`src/rtl/thread_scheduler.sv`:
```
`default_nettype none
// ============================================================================
//  Module   : thread_scheduler
//  Purpose  : Round-robin barrel-thread issue slot generator with host
//             start/halt control and a pipeline drain before a halt completes.
//  Revision : 1.0  initial release
// ============================================================================
module thread_scheduler #(
    parameter int                     NUM_THREADS     = 4,
    parameter int                     NUM_PIPE_STAGES = 4,
    parameter logic [NUM_THREADS-1:0] RESET_RUN_MASK  = '1,
    parameter int                     TID_WIDTH       = $clog2(NUM_THREADS)
) (
    input  logic                   clk,
    input  logic                   reset,
    input  logic                   ctrl_valid,
    output logic                   ctrl_ready,
    input  logic                   ctrl_op,
    input  logic [TID_WIDTH-1:0]   ctrl_tid,
    output logic                   ctrl_done,
    input  logic                   self_halt,
    input  logic [TID_WIDTH-1:0]   self_halt_tid,
    output logic [TID_WIDTH-1:0]   issue_tid,
    output logic                   issue_valid,
    output logic                   issue_restart,
    output logic [NUM_THREADS-1:0] running_mask
);

    localparam int                    DRAIN_W     = $clog2(NUM_PIPE_STAGES);
    localparam int                    TID_SPACE   = 1 << TID_WIDTH;
    localparam logic [TID_WIDTH-1:0]  LAST_TID    = TID_WIDTH'(NUM_THREADS - 1);
    localparam logic [DRAIN_W-1:0]    DRAIN_INIT  = DRAIN_W'(NUM_PIPE_STAGES - 1);
    localparam logic [TID_SPACE-1:0]  TID_OK_MASK = TID_SPACE'((65'(1) << NUM_THREADS) - 65'(1));
    localparam logic                  OP_START    = 1'b0;

    typedef enum logic [1:0] {
        ST_IDLE  = 2'd0,
        ST_DRAIN = 2'd1,
        ST_DONE  = 2'd2
    } state_t;

    state_t                 state_q, state_d;
    logic [TID_WIDTH-1:0]   cnt_q, cnt_d;
    logic [NUM_THREADS-1:0] running_q, running_d;
    logic [NUM_THREADS-1:0] restart_pend_q, restart_pend_d;
    logic [DRAIN_W-1:0]     drain_cnt_q, drain_cnt_d;
    logic [TID_WIDTH-1:0]   issue_tid_q, issue_tid_d;
    logic                   issue_valid_q, issue_valid_d;
    logic                   issue_restart_q, issue_restart_d;
    logic                   ctrl_ready_q, ctrl_ready_d;
    logic                   ctrl_done_q, ctrl_done_d;
    logic                   accept;
    logic                   ctrl_tid_ok;
    logic                   self_tid_ok;

    always_comb begin
        accept      = ctrl_valid && ctrl_ready_q;
        ctrl_tid_ok = TID_OK_MASK[ctrl_tid];
        self_tid_ok = TID_OK_MASK[self_halt_tid];

        cnt_d           = (cnt_q == LAST_TID) ? '0 : cnt_q + TID_WIDTH'(1);
        issue_tid_d     = cnt_q;
        issue_valid_d   = running_q[cnt_q];
        issue_restart_d = running_q[cnt_q] & restart_pend_q[cnt_q];

        running_d      = running_q;
        restart_pend_d = restart_pend_q;
        state_d        = state_q;
        drain_cnt_d    = drain_cnt_q;

        if (issue_valid_d) begin
            restart_pend_d[cnt_q] = 1'b0;
        end
        // Self-halt is applied before host commands so a same-tid START wins.
        if (self_halt && self_tid_ok) begin
            running_d[self_halt_tid] = 1'b0;
        end

        case (state_q)
            ST_IDLE: begin
                if (accept) begin
                    state_d = ST_DONE;
                    if (ctrl_tid_ok) begin
                        if (ctrl_op == OP_START) begin
                            if (!running_d[ctrl_tid]) begin
                                restart_pend_d[ctrl_tid] = 1'b1;
                            end
                            running_d[ctrl_tid] = 1'b1;
                        end else if (running_q[ctrl_tid]) begin
                            running_d[ctrl_tid] = 1'b0;
                            drain_cnt_d         = DRAIN_INIT;
                            state_d             = ST_DRAIN;
                        end
                    end
                end
            end
            ST_DRAIN: begin
                if (drain_cnt_q == '0) begin
                    state_d = ST_DONE;
                end else begin
                    drain_cnt_d = drain_cnt_q - DRAIN_W'(1);
                end
            end
            ST_DONE: begin
                state_d = ST_IDLE;
            end
            default: begin
                state_d = ST_IDLE;
            end
        endcase

        ctrl_ready_d = (state_d == ST_IDLE);
        ctrl_done_d  = (state_q == ST_DONE);
    end

    always_ff @(posedge clk) begin
        if (reset) begin
            state_q         <= ST_IDLE;
            cnt_q           <= '0;
            running_q       <= RESET_RUN_MASK;
            restart_pend_q  <= RESET_RUN_MASK;
            drain_cnt_q     <= '0;
            issue_tid_q     <= '0;
            issue_valid_q   <= 1'b0;
            issue_restart_q <= 1'b0;
            ctrl_ready_q    <= 1'b0;
            ctrl_done_q     <= 1'b0;
        end else begin
            state_q         <= state_d;
            cnt_q           <= cnt_d;
            running_q       <= running_d;
            restart_pend_q  <= restart_pend_d;
            drain_cnt_q     <= drain_cnt_d;
            issue_tid_q     <= issue_tid_d;
            issue_valid_q   <= issue_valid_d;
            issue_restart_q <= issue_restart_d;
            ctrl_ready_q    <= ctrl_ready_d;
            ctrl_done_q     <= ctrl_done_d;
        end
    end

    assign issue_tid     = issue_tid_q;
    assign issue_valid   = issue_valid_q;
    assign issue_restart = issue_restart_q;
    assign ctrl_ready    = ctrl_ready_q;
    assign ctrl_done     = ctrl_done_q;
    assign running_mask  = running_q;

endmodule
`default_nettype wire

```
`config.mk`:
```
export PLATFORM = sky130hd
export DESIGN_NAME = thread_scheduler
export DESIGN_NICKNAME = d
export VERILOG_FILES = /design/src/rtl/thread_scheduler.sv
export SDC_FILE = /design/constraint.sdc
export NUM_CORES = 1
export LEC_CHECK = 0
export ABC_CLOCK_PERIOD_IN_PS = 2810
export CAP_MARGIN = 40
export CELL_PAD_IN_SITES_DETAIL_PLACEMENT = 1
export CELL_PAD_IN_SITES_GLOBAL_PLACEMENT = 1
export CORE_MARGIN = 3
export CORE_UTILIZATION = 41
export DETAILED_ROUTE_END_ITERATION = 7
export PLACE_DENSITY_LB_ADDON = 0.1
export SYNTH_ARGS = -nofsm -noshare
export SYNTH_HDL_FRONTEND = slang
export SYNTH_SLANG_ARGS = --single-unit
```
`constraint.sdc`:
```
create_clock -name clk -period 2.81 [get_ports clk]
set_clock_uncertainty 0.2 [all_clocks]
set_input_delay 0.281 -clock clk [delete_from_list [all_inputs] [get_ports clk]]
set_output_delay 0.281 -clock clk [all_outputs]
set_load 0.02 [all_outputs]
```
==> flow_metrics.py, run 1 <==
metrics = {
    "status": {
        "status": "finished clean",
    },
    "worst_setup_path": {
        "reg2reg_from": "drain_cnt_q[0]",
        "crit_family": "buffers and inverters",
        "critical_path_class": "flop to output port",
        "start_kind": "flop",
        "cp_cell_sequence": "clkdlybuf4s50_1",
        "cp_data_required_time_ns": 2.33,
        "worst-path-buf-inv": 1,
        "arrival_ns": 1.37,
        "r2r_end": "drain_cnt_q[1]",
        "crit_fanout": 5,
        "cp_slowest_cell": "clkdlybuf4s50_1",
        "end_kind": "output port",
        "max_stage_delay_ns": 0.64,
        "ff2ff_path_depth": 5,
        "reg2reg_slack_ns": 1.09,
    },
    "route": {
        "dr.pass1.iters": 3,
        "totalWireLength_um": 2157,
        "drt_iter0_drc": 5,
        "num_vias": 752,
        "avgViaCountPerCell": 5.529,
        "antenna_left": 0,
        "drcViolationCount": 0,
        "wl_per_cell_um": 15.86,
    },
    "placed_design": {
        "io_buffers": 18,
        "routabilityCongestion": 0.8660,
        "place.detailed.hpwl_um": 1644,
        "pre_cts_ws_ns": 0.7743,
    },
    "floorplan": {
        "ios": 19,
        "rows": 16,
        "die_h_um": 53.75,
        "dieWidth_um": 53.75,
        "dieArea_sq_mm": 0.002889,
        "start_util": 0.4533,
        "coreArea_sq_mm": 0.002062,
    },
    "global_route": {
        "gr-usage-all-layers": 0.1795,
        "grt_pass1_vias": 757,
        "antenna_found_initial": 0,
        "grt_first_pass_wirelength_um": 3726,
        "grt_start_max_net_pins": 20,
        "grt_overflow": 0,
    },
    "timing": {
        "rsz0062_at_grt": "false",
        "hold_slack_ns": 0.2937,
        "tns_ns": 0,
        "finalHoldViolCount": 0,
        "slew_headroom": 0.5229,
        "layout_min_cycle_time_ns": 1.848,
        "fmax_mhz": 541.1,
        "worst_slew_pin_slew_ns": 0.7134,
        "setup_viol": 0,
        "slew_violations": 0,
        "fin_crit_sh": 0.6576,
        "layout_setup_ws_ns": 0.9621,
    },
    "synthesis": {
        "synthDominantCellAreaShare": 0.4284,
        "synthesis.area_sq_um": 934.6,
        "yosysWarnings": 0,
        "ys_ff_latch": 20,
        "synth_largest_area_cell": "dfxtp_1",
        "ys_types": 32,
        "seq_area_frac_synth": 0.4284,
        "synth_fp_nets": 104,
        "synthTopCellsByArea": "dfxtp_1 (43%), mux4_2 (7.2%), ha_1 (6.7%)",
        "syn_avg_cell_area_sq_um": 10.38,
        "syn-instance-count": 90,
    },
    "finish": {
        "diodes": 0,
        "final_common_cell": "dfxtp_1",
        "final_util": 0.5649,
        "final_cell_mix": "dfxtp_1 (20), clkdlybuf4s50_1 (18), inv_1 (6), nand2_1 (6)",
        "drive_gt1_frac": 0.1009,
        "fill_cells": 235,
        "syn_to_final_growth_pct": 24.63,
        "nets": 125,
    },
    "worst_hold_path": {
        "min_from": "drain_cnt_q[0]",
        "hp-class": "flop to flop",
        "min_path_cells": 2,
        "min_delay_worst_endpoint": "drain_cnt_q[0]",
    },
    "power_and_ir_drop": {
        "p_comb_frac": 0.239,
        "p_sw_frac": 0.2907,
        "ir_worst_vdd_uv": 238.3,
        "total_power_w": 0.0006162,
        "p_int_w": 0.0004371,
        "power.switching_w": 0.0001792,
        "p_leak_nw": 0.4492,
        "pwr_density_cell_mw_per_mm2": 529.0,
        "clkPwrFrac": 0.226,
        "seq_power_share": 0.535,
    },
    "cts": {
        "numCtsBuffers": 3,
        "cts_root_buf": "clkbuf_4",
        "hold_buffers": 0,
        "cts_resized": 0,
        "cts_max_level": 1,
        "clk_path_buf_depth": 2,
        "cts_tree": "yes",
        "cts_num_sinks": 20,
        "cts_setup_buffers": 0,
        "clk_latency_ns": 0.30,
        "path_clk_slew_ns": 0.11,
    },
    "job": {
        "cap_viol_max_count": 0,
    },
}
state kept, by name (all words and copies together) (netlist names):
signal	count
drain_cnt_q	2
cnt_q	2
state_q	2
restart_pend_q	4
running_mask	4
issue_valid	1
ctrl_done	1
issue_tid	2
ctrl_ready	1
issue_restart	1
layer usage:
| layer | routed length, um | GRT usage |
|---|---|---|
| met1 | 984 | 0.2095 |
| met2 | 1049 | 0.3125 |
| met3 | 107 | 0.03878 |
| met4 | 17 | 0.07660 |
| met5 | 0 | 0 |
power groups by stage:
stage                     combinational, W  sequential, W  clock (W)
after global placement            0.000140       0.000336          0
after floorplan                  0.0000724       0.000347          0
after global routing              0.000162       0.000335   0.000158
final                             0.000147       0.000330   0.000139
after detailed placement          0.000148       0.000337          0
after CTS                         0.000149       0.000330   0.000143
worst max path at each step:
stage / from / to / slack, ns / cells after the start
after floorplan: drain_cnt_q[0] / drain_cnt_q[1] / 1.24 / 5
after global placement: ctrl_tid[0] / state_q[1] / 0.81 / 4
after detailed placement: ctrl_tid[0] / state_q[1] / 0.77 / 4
after CTS: running_mask[3] / running_mask[3] / 0.96 / 1
after global routing: running_mask[3] / running_mask[3] / 0.90 / 1
final: running_mask[3] / running_mask[3] / 0.96 / 1
Yosys cell counts:
| cell | number |
|---|---|
| dfxtp_1 | 20 |
| inv_1 | 6 |
| nand2_1 | 6 |
| ha_1 | 5 |
| nor2_1 | 5 |
| a21boi_1 | 4 |
| a31oi_1 | 4 |
| a311o_1 | 3 |
| mux4_2 | 3 |
| nor3b_1 | 3 |
| o21ai_0 | 3 |
| a21o_1 | 2 |
| a21oi_1 | 2 |
| and4_1 | 2 |
| buf_2 | 2 |
| nand3_1 | 2 |
| nor2b_1 | 2 |
| nor3_1 | 2 |
| a211o_1 | 1 |
| a21oi_2 | 1 |
| and2_1 | 1 |
| and2b_2 | 1 |
| and3_1 | 1 |
| buf_1 | 1 |
| mux2_2 | 1 |
| nand3b_1 | 1 |
| nand4bb_4 | 1 |
| nor4bb_1 | 1 |
| o311a_1 | 1 |
| o311ai_0 | 1 |
| or3_1 | 1 |
| or3b_1 | 1 |
cells by family after synthesis:
group	share of synthesized area
AO/OA/AOI/OAI	0.1727
multiplexers	0.08433
AND/OR/NAND/NOR	0.2089
flip-flops	0.4284
buffers and inverters	0.03882
adder cells (fa/ha/maj)	0.06693
area by class of cell:
class,count,area (sq um),area share
Tap cell,27,33.78,0.02900
Multi-Input combinational cell,61,498.0,0.4275
Sequential cell,20,400.4,0.3437
Timing Repair Buffer,19,187.7,0.1611
Clock buffer,3,22.52,0.01933
Inverter,6,22.52,0.01933
through the flow:
stage / instance area, sq um / instances
global placement: 1142 / 133
finish: 1165 / 136
global route: 1165 / 136
CTS: 1165 / 136
floorplan: 934.6 / 90
detailed placement: 1142 / 133
Power figures use the tool's default switching activity.
==> inputs of run 2 (changes only) <==
--- a/config.mk
+++ b/config.mk
@@ -5,12 +5,12 @@
 export SDC_FILE = /design/constraint.sdc
 export NUM_CORES = 1
 export LEC_CHECK = 0
-export ABC_CLOCK_PERIOD_IN_PS = 2810
+export ABC_CLOCK_PERIOD_IN_PS = 1540
 export CAP_MARGIN = 40
 export CELL_PAD_IN_SITES_DETAIL_PLACEMENT = 1
 export CELL_PAD_IN_SITES_GLOBAL_PLACEMENT = 1
 export CORE_MARGIN = 3
-export CORE_UTILIZATION = 41
+export CORE_UTILIZATION = 34
 export DETAILED_ROUTE_END_ITERATION = 7
 export PLACE_DENSITY_LB_ADDON = 0.1
 export SYNTH_ARGS = -nofsm -noshare
==> constraint.sdc (replaced) <==
create_clock -name clk -period 1.54 [get_ports clk]
set_clock_uncertainty 0.2 [all_clocks]
set_input_delay 0.154 -clock clk [delete_from_list [all_inputs] [get_ports clk]]
set_output_delay 0.154 -clock clk [all_outputs]
set_load 0.02 [all_outputs]
==> run 2 against run 1 <==
Core utilization fell by 3.3 points; total power rose by 120%; worst hold slack improved by 0.020 ns; final cell count rose by 13%; sequential power rose by 82%; sequential share of layout area fell by 3.8 points; wire length rose by 13%; die area rose by 18%; critical endpoint is now running_mask[0]; highest routed layer unchanged.
==> flow_metrics.py, run 2 (same netlist as run 1, synthesis figures left out) <==
metrics = {
    "finish": {
        "final_common_cell": "buf_4",
        "diodes": 0,
        "drive_gt1_frac": 0.3145,
        "stdcell_count": 154,
        "syn_to_final_growth_pct": 44.85,
        "final_cell_mix": "buf_4 (15), dfxtp_1 (13), dlygate4sd2_1 (10)",
        "fill_cells": 306,
        "nets": 139,
    },
    "timing": {
        "setup_viol": 0,
        "finalHoldViolCount": 0,
        "worst_slew_pin_slew_ns": 0.2975,
        "fmax_mhz": 651.2,
        "layout_min_cycle_time_ns": 1.536,
        "fin_crit_sh": 0.9972,
        "slew_violations": 0,
        "rsz0062_at_grt": "true",
        "slew_headroom": 0.7996,
    },
    "global_route": {
        "grt_overflow": 0,
        "grt_pass1_vias": 866,
        "grt_start_max_net_pins": 13,
        "gr-usage-all-layers": 0.1503,
        "grt_first_pass_wirelength_um": 3864,
        "antenna_found_initial": 0,
    },
    "cts": {
        "path_clk_slew_ns": 0.12,
        "clk_latency_ns": 0.32,
        "hold_buffers": 0,
        "cts_tree": "yes",
        "clk_path_buf_depth": 2,
        "cts_root_buf": "clkbuf_4",
        "cts_max_level": 1,
        "numCtsBuffers": 3,
        "cts_num_sinks": 20,
    },
    "placed_design": {
        "io_buffers": 18,
        "place_inst": 148,
        "place.detailed.hpwl_um": 1869,
        "routabilityCongestion": 0.8428,
    },
    "power_and_ir_drop": {
        "ir_worst_vdd_uv": 932.4,
        "total_power_w": 0.001346,
        "pwr_density_cell_mw_per_mm2": 994.2,
        "p_leak_nw": 0.5690,
    },
    "status": {
        "status": "finished clean",
    },
    "worst_setup_path": {
        "arrival_ns": 1.55,
        "end_kind": "flop",
        "crit_fanout": 4,
        "critical_path_class": "flop to flop",
        "cp_data_required_time_ns": 1.55,
        "start_kind": "flop",
    },
    "floorplan": {
        "rows": 18,
        "dieWidth_um": 58.43,
        "coreArea_sq_mm": 0.002545,
        "start_util": 0.3673,
        "dieArea_sq_mm": 0.003414,
        "die_h_um": 58.43,
        "ios": 19,
    },
    "route": {
        "avgViaCountPerCell": 5.286,
        "dr.pass1.iters": 4,
        "drt_iter0_drc": 9,
        "wl_per_cell_um": 15.88,
        "drcViolationCount": 0,
        "totalWireLength_um": 2445,
        "num_vias": 814,
        "antenna_left": 0,
    },
    "job": {
        "cap_viol_max_count": 0,
    },
    "worst_hold_path": {
        "hp-class": "flop to flop",
    },
}
-- run 2: critical path, cell delays in order, from the launching register on --
cell	delay [ns]
dfxtp_4	0.38
nand4bb_4	0.24
o311a_1	0.30
or3_1	0.30
-- run 2: repair_timing --
item	CTS	global route
setup buffers	1	1
gates resized for setup	18	9
pin swaps	4	5
setup endpoints to repair	14	7
gates cloned	0	0
-- run 2: path summary, 6_finish.rpt --
kind	start	to	slack, ns	depth (start not counted)
min	drain_cnt_q[0]	drain_cnt_q[0]	0.31	2
min reg2reg	drain_cnt_q[0]	drain_cnt_q[0]	0.31	2
max reg2reg	state_q[1]	running_mask[0]	0.004	3
max	state_q[1]	running_mask[0]	0.004	3
-- run 2: per-stage QoR --
step | utilization | hold slack (ns) | worst slack, ns | cell area [sq um] | TNS, ns
floorplan | - | 0.09066 | 0.04817 | 942.2 | 0
global placement | 0.4887 | 0.2735 | -0.2356 | 1244 | -1.898
detailed placement | 0.4887 | 0.3004 | -0.3147 | 1244 | -2.790
CTS | 0.5172 | 0.3118 | -0.01686 | 1316 | -0.01686
global route | 0.5320 | 0.3482 | -0.02198 | 1354 | -0.03131
finish | 0.5320 | 0.3134 | 0.004295 | 1354 | 0
-- run 2: per-layer routing --
| metal | GRT usage | up-vias | wire length [um] |
|---|---|---|---|
| met2 | 0.2568 | 20 | 1250 |
| li1 | - | 400 | - |
| met1 | 0.1754 | 390 | 1047 |
| met5 | 0 | - | 0 |
| met3 | 0.05044 | 4 | 114 |
| met4 | 0.04967 | 0 | 32 |
-- run 2: power by group --
group | switching, W | internal, W
Clock | 0.000181 | 0.000264
Sequential | 0.0000359 | 0.000565
Combinational | 0.000141 | 0.000159
Total | 0.000358 | 0.000988
-- run 2: cell type report --
cell class / count / area [sq um] / area share
inverter: 6 / 22.52 / 0.01664
sequential: 20 / 414.1 / 0.3059
clock inverter: 1 / 30.03 / 0.02218
tap: 30 / 37.54 / 0.02773
clock buffer: 3 / 22.52 / 0.01664
multi-input combinational: 61 / 546.8 / 0.4039
timing repair buffer: 33 / 280.3 / 0.2070
==> inputs of run 3 (changes only) <==
--- a/config.mk
+++ b/config.mk
@@ -6,10 +6,10 @@
 export NUM_CORES = 1
 export LEC_CHECK = 0
 export ABC_CLOCK_PERIOD_IN_PS = 1540
-export CAP_MARGIN = 40
+export CAP_MARGIN = 25
 export CELL_PAD_IN_SITES_DETAIL_PLACEMENT = 1
 export CELL_PAD_IN_SITES_GLOBAL_PLACEMENT = 1
-export CORE_MARGIN = 3
+export CORE_MARGIN = 2
 export CORE_UTILIZATION = 34
 export DETAILED_ROUTE_END_ITERATION = 7
 export PLACE_DENSITY_LB_ADDON = 0.1
==> run 3 against run 2 <==
The run now ends with setup timing left; non-clock buffer count up 2; total power down 7.8%; clock power down 29%; worst hold slack worse by 0.016 ns; final cell count up 1.9%; sequential share of layout area up 0.079 points; core utilization down 2.5 points.
==> flow_metrics.py, run 3 (same netlist as run 1, synthesis figures left out) <==
metrics = {
    "status": {
        "status": "finished with violations",
        "violations": "setup timing",
    },
    "finish": {
        "syn_to_final_growth_pct": 45.78,
        "diodes": 0,
        "final_common_cell": "buf_4",
        "fill_cells": 302,
        "drive_gt1_frac": 0.3492,
        "stdcell_count": 157,
        "final_area_sq_mm": 0.001363,
        "final_cell_mix": "buf_4 (17), dfxtp_1 (12), dlygate4sd2_1 (10)",
        "nets": 141,
    },
    "timing": {
        "worst_slew_pin_slew_ns": 0.3451,
        "rsz0062_at_grt": "true",
        "slew_headroom": 0.7695,
        "finalHoldViolCount": 0,
        "fmax_mhz": 648.2,
        "layout_min_cycle_time_ns": 1.543,
        "setup_viol": 1,
        "slew_violations": 0,
        "hold_slack_ns": 0.2970,
        "tns_ns": -0.002670,
        "layout_setup_ws_ns": -0.002670,
        "fin_crit_sh": 1.002,
    },
    "worst_hold_path": {
        "hp-class": "flop to flop",
    },
    "cts": {
        "cts_num_sinks": 20,
        "cts_tree": "yes",
        "numCtsBuffers": 3,
        "path_clk_slew_ns": 0.12,
        "cts_setup_buffers": 0,
        "cts_max_level": 1,
        "clk_path_buf_depth": 2,
        "cts_root_buf": "clkbuf_4",
        "hold_buffers": 0,
        "clk_latency_ns": 0.31,
    },
    "global_route": {
        "gr-usage-all-layers": 0.1741,
        "grt_start_max_net_pins": 13,
        "grt_overflow": 0,
        "grt_first_pass_wirelength_um": 4222,
        "antenna_found_initial": 0,
        "grt_pass1_vias": 846,
    },
    "placed_design": {
        "place.detailed.hpwl_um": 1972,
        "place_inst": 153,
        "io_buffers": 18,
        "placed_area_sq_mm": 0.001275,
        "routabilityCongestion": 0.8279,
    },
    "floorplan": {
        "dieWidth_um": 56.43,
        "die_h_um": 56.43,
        "coreArea_sq_mm": 0.002686,
        "start_util": 0.3479,
        "rows": 19,
        "ios": 19,
        "dieArea_sq_mm": 0.003184,
    },
    "power_and_ir_drop": {
        "clkPwrFrac": 0.256,
        "p_leak_nw": 0.5766,
        "p_comb_frac": 0.257,
        "seq_power_share": 0.488,
        "pwr_density_cell_mw_per_mm2": 910.4,
        "power.switching_w": 0.0003575,
        "p_int_w": 0.0008830,
        "p_sw_frac": 0.2882,
        "ir_worst_vdd_uv": 497.2,
    },
    "route": {
        "drt_iter0_drc": 8,
        "dr.pass1.iters": 3,
        "drcViolationCount": 0,
        "num_vias": 821,
        "avgViaCountPerCell": 5.229,
        "wl_per_cell_um": 16.46,
        "antenna_left": 0,
        "totalWireLength_um": 2584,
    },
    "job": {
        "cap_viol_max_count": 0,
    },
    "worst_setup_path": {
        "max_stage_delay_ns": 0.39,
        "cp_data_required_time_ns": 1.54,
        "cp_slowest_cell": "dfxtp_4",
        "cp_cell_sequence": "nand4bb_4, o311a_1, or3_1",
        "arrival_ns": 1.54,
        "start_kind": "flop",
        "crit_fanout": 4,
        "crit_family": "simple AND/OR/NAND/NOR gates",
        "end_kind": "flop",
        "critical_path_class": "flop to flop",
        "worst-path-buf-inv": 0,
    },
}
==> run 3: area by class of cell <==
| class | instances | area, sq um | share of cell area |
|---|---|---|---|
| Clock buffer | 4 | 36.28 | 0.02663 |
| Inverter | 6 | 22.52 | 0.01653 |
| Timing Repair Buffer | 35 | 295.3 | 0.2167 |
| Tap cell | 31 | 38.79 | 0.02847 |
| Sequential cell | 20 | 417.9 | 0.3067 |
| Multi-Input combinational cell | 61 | 551.8 | 0.4050 |
==> run 3: worst register-to-register path: stages (launching register included) <==
cell	delay (ns)
dfxtp_4	0.39
nand4bb_4	0.23
o311a_1	0.29
or3_1	0.33
==> run 3: path summary, 6_finish.rpt <==
| path | startpoint | to | slack [ns] | cells after the start |
|---|---|---|---|---|
| worst max-delay path | state_q[0] | running_mask[0] | -0.003 | 3 |
| worst min-delay path | drain_cnt_q[0] | drain_cnt_q[0] | 0.30 | 2 |
| worst max register to register | state_q[0] | running_mask[0] | -0.003 | 3 |
| worst min register to register | drain_cnt_q[0] | drain_cnt_q[0] | 0.30 | 2 |
==> run 3: layer usage <==
metal | track usage | wire length (um) | part of all wire
met5 | 0 | 0 | 0
met4 | 0.07143 | 39 | 0.015
met3 | 0.02074 | 61 | 0.024
met2 | 0.2890 | 1289 | 0.50
met1 | 0.2275 | 1194 | 0.46
==> run 3: per-stage QoR <==
step	total power [W]	setup slack, ns	util
after floorplan	0.0007678	0.04817	-
after global placement	0.0009126	-0.2321	0.4746
after detailed placement	0.0009240	-0.2689	0.4746
after CTS	0.001239	-0.002558	0.4909
after global routing	0.001311	-0.06665	0.5072
final	0.001241	-0.002670	0.5072
==> run 3: repair_timing <==
action / 4_1_cts / 5_1_grt
setup endpoints to repair: 13 / 11
gates resized for setup: 16 / 15
hold endpoints to repair: 0 / 0
pin swaps: 1 / 6
==> run 3: power groups by stage <==
stage / logic, W / registers (W) / clock network, W
2_1_floorplan: 0.000133 / 0.000635 / 0
3_3_place_gp: 0.000299 / 0.000614 / 0
3_5_place_dp: 0.000307 / 0.000617 / 0
4_1_cts: 0.000303 / 0.000605 / 0.000332
5_1_grt: 0.000343 / 0.000614 / 0.000354
6_report: 0.000318 / 0.000605 / 0.000317
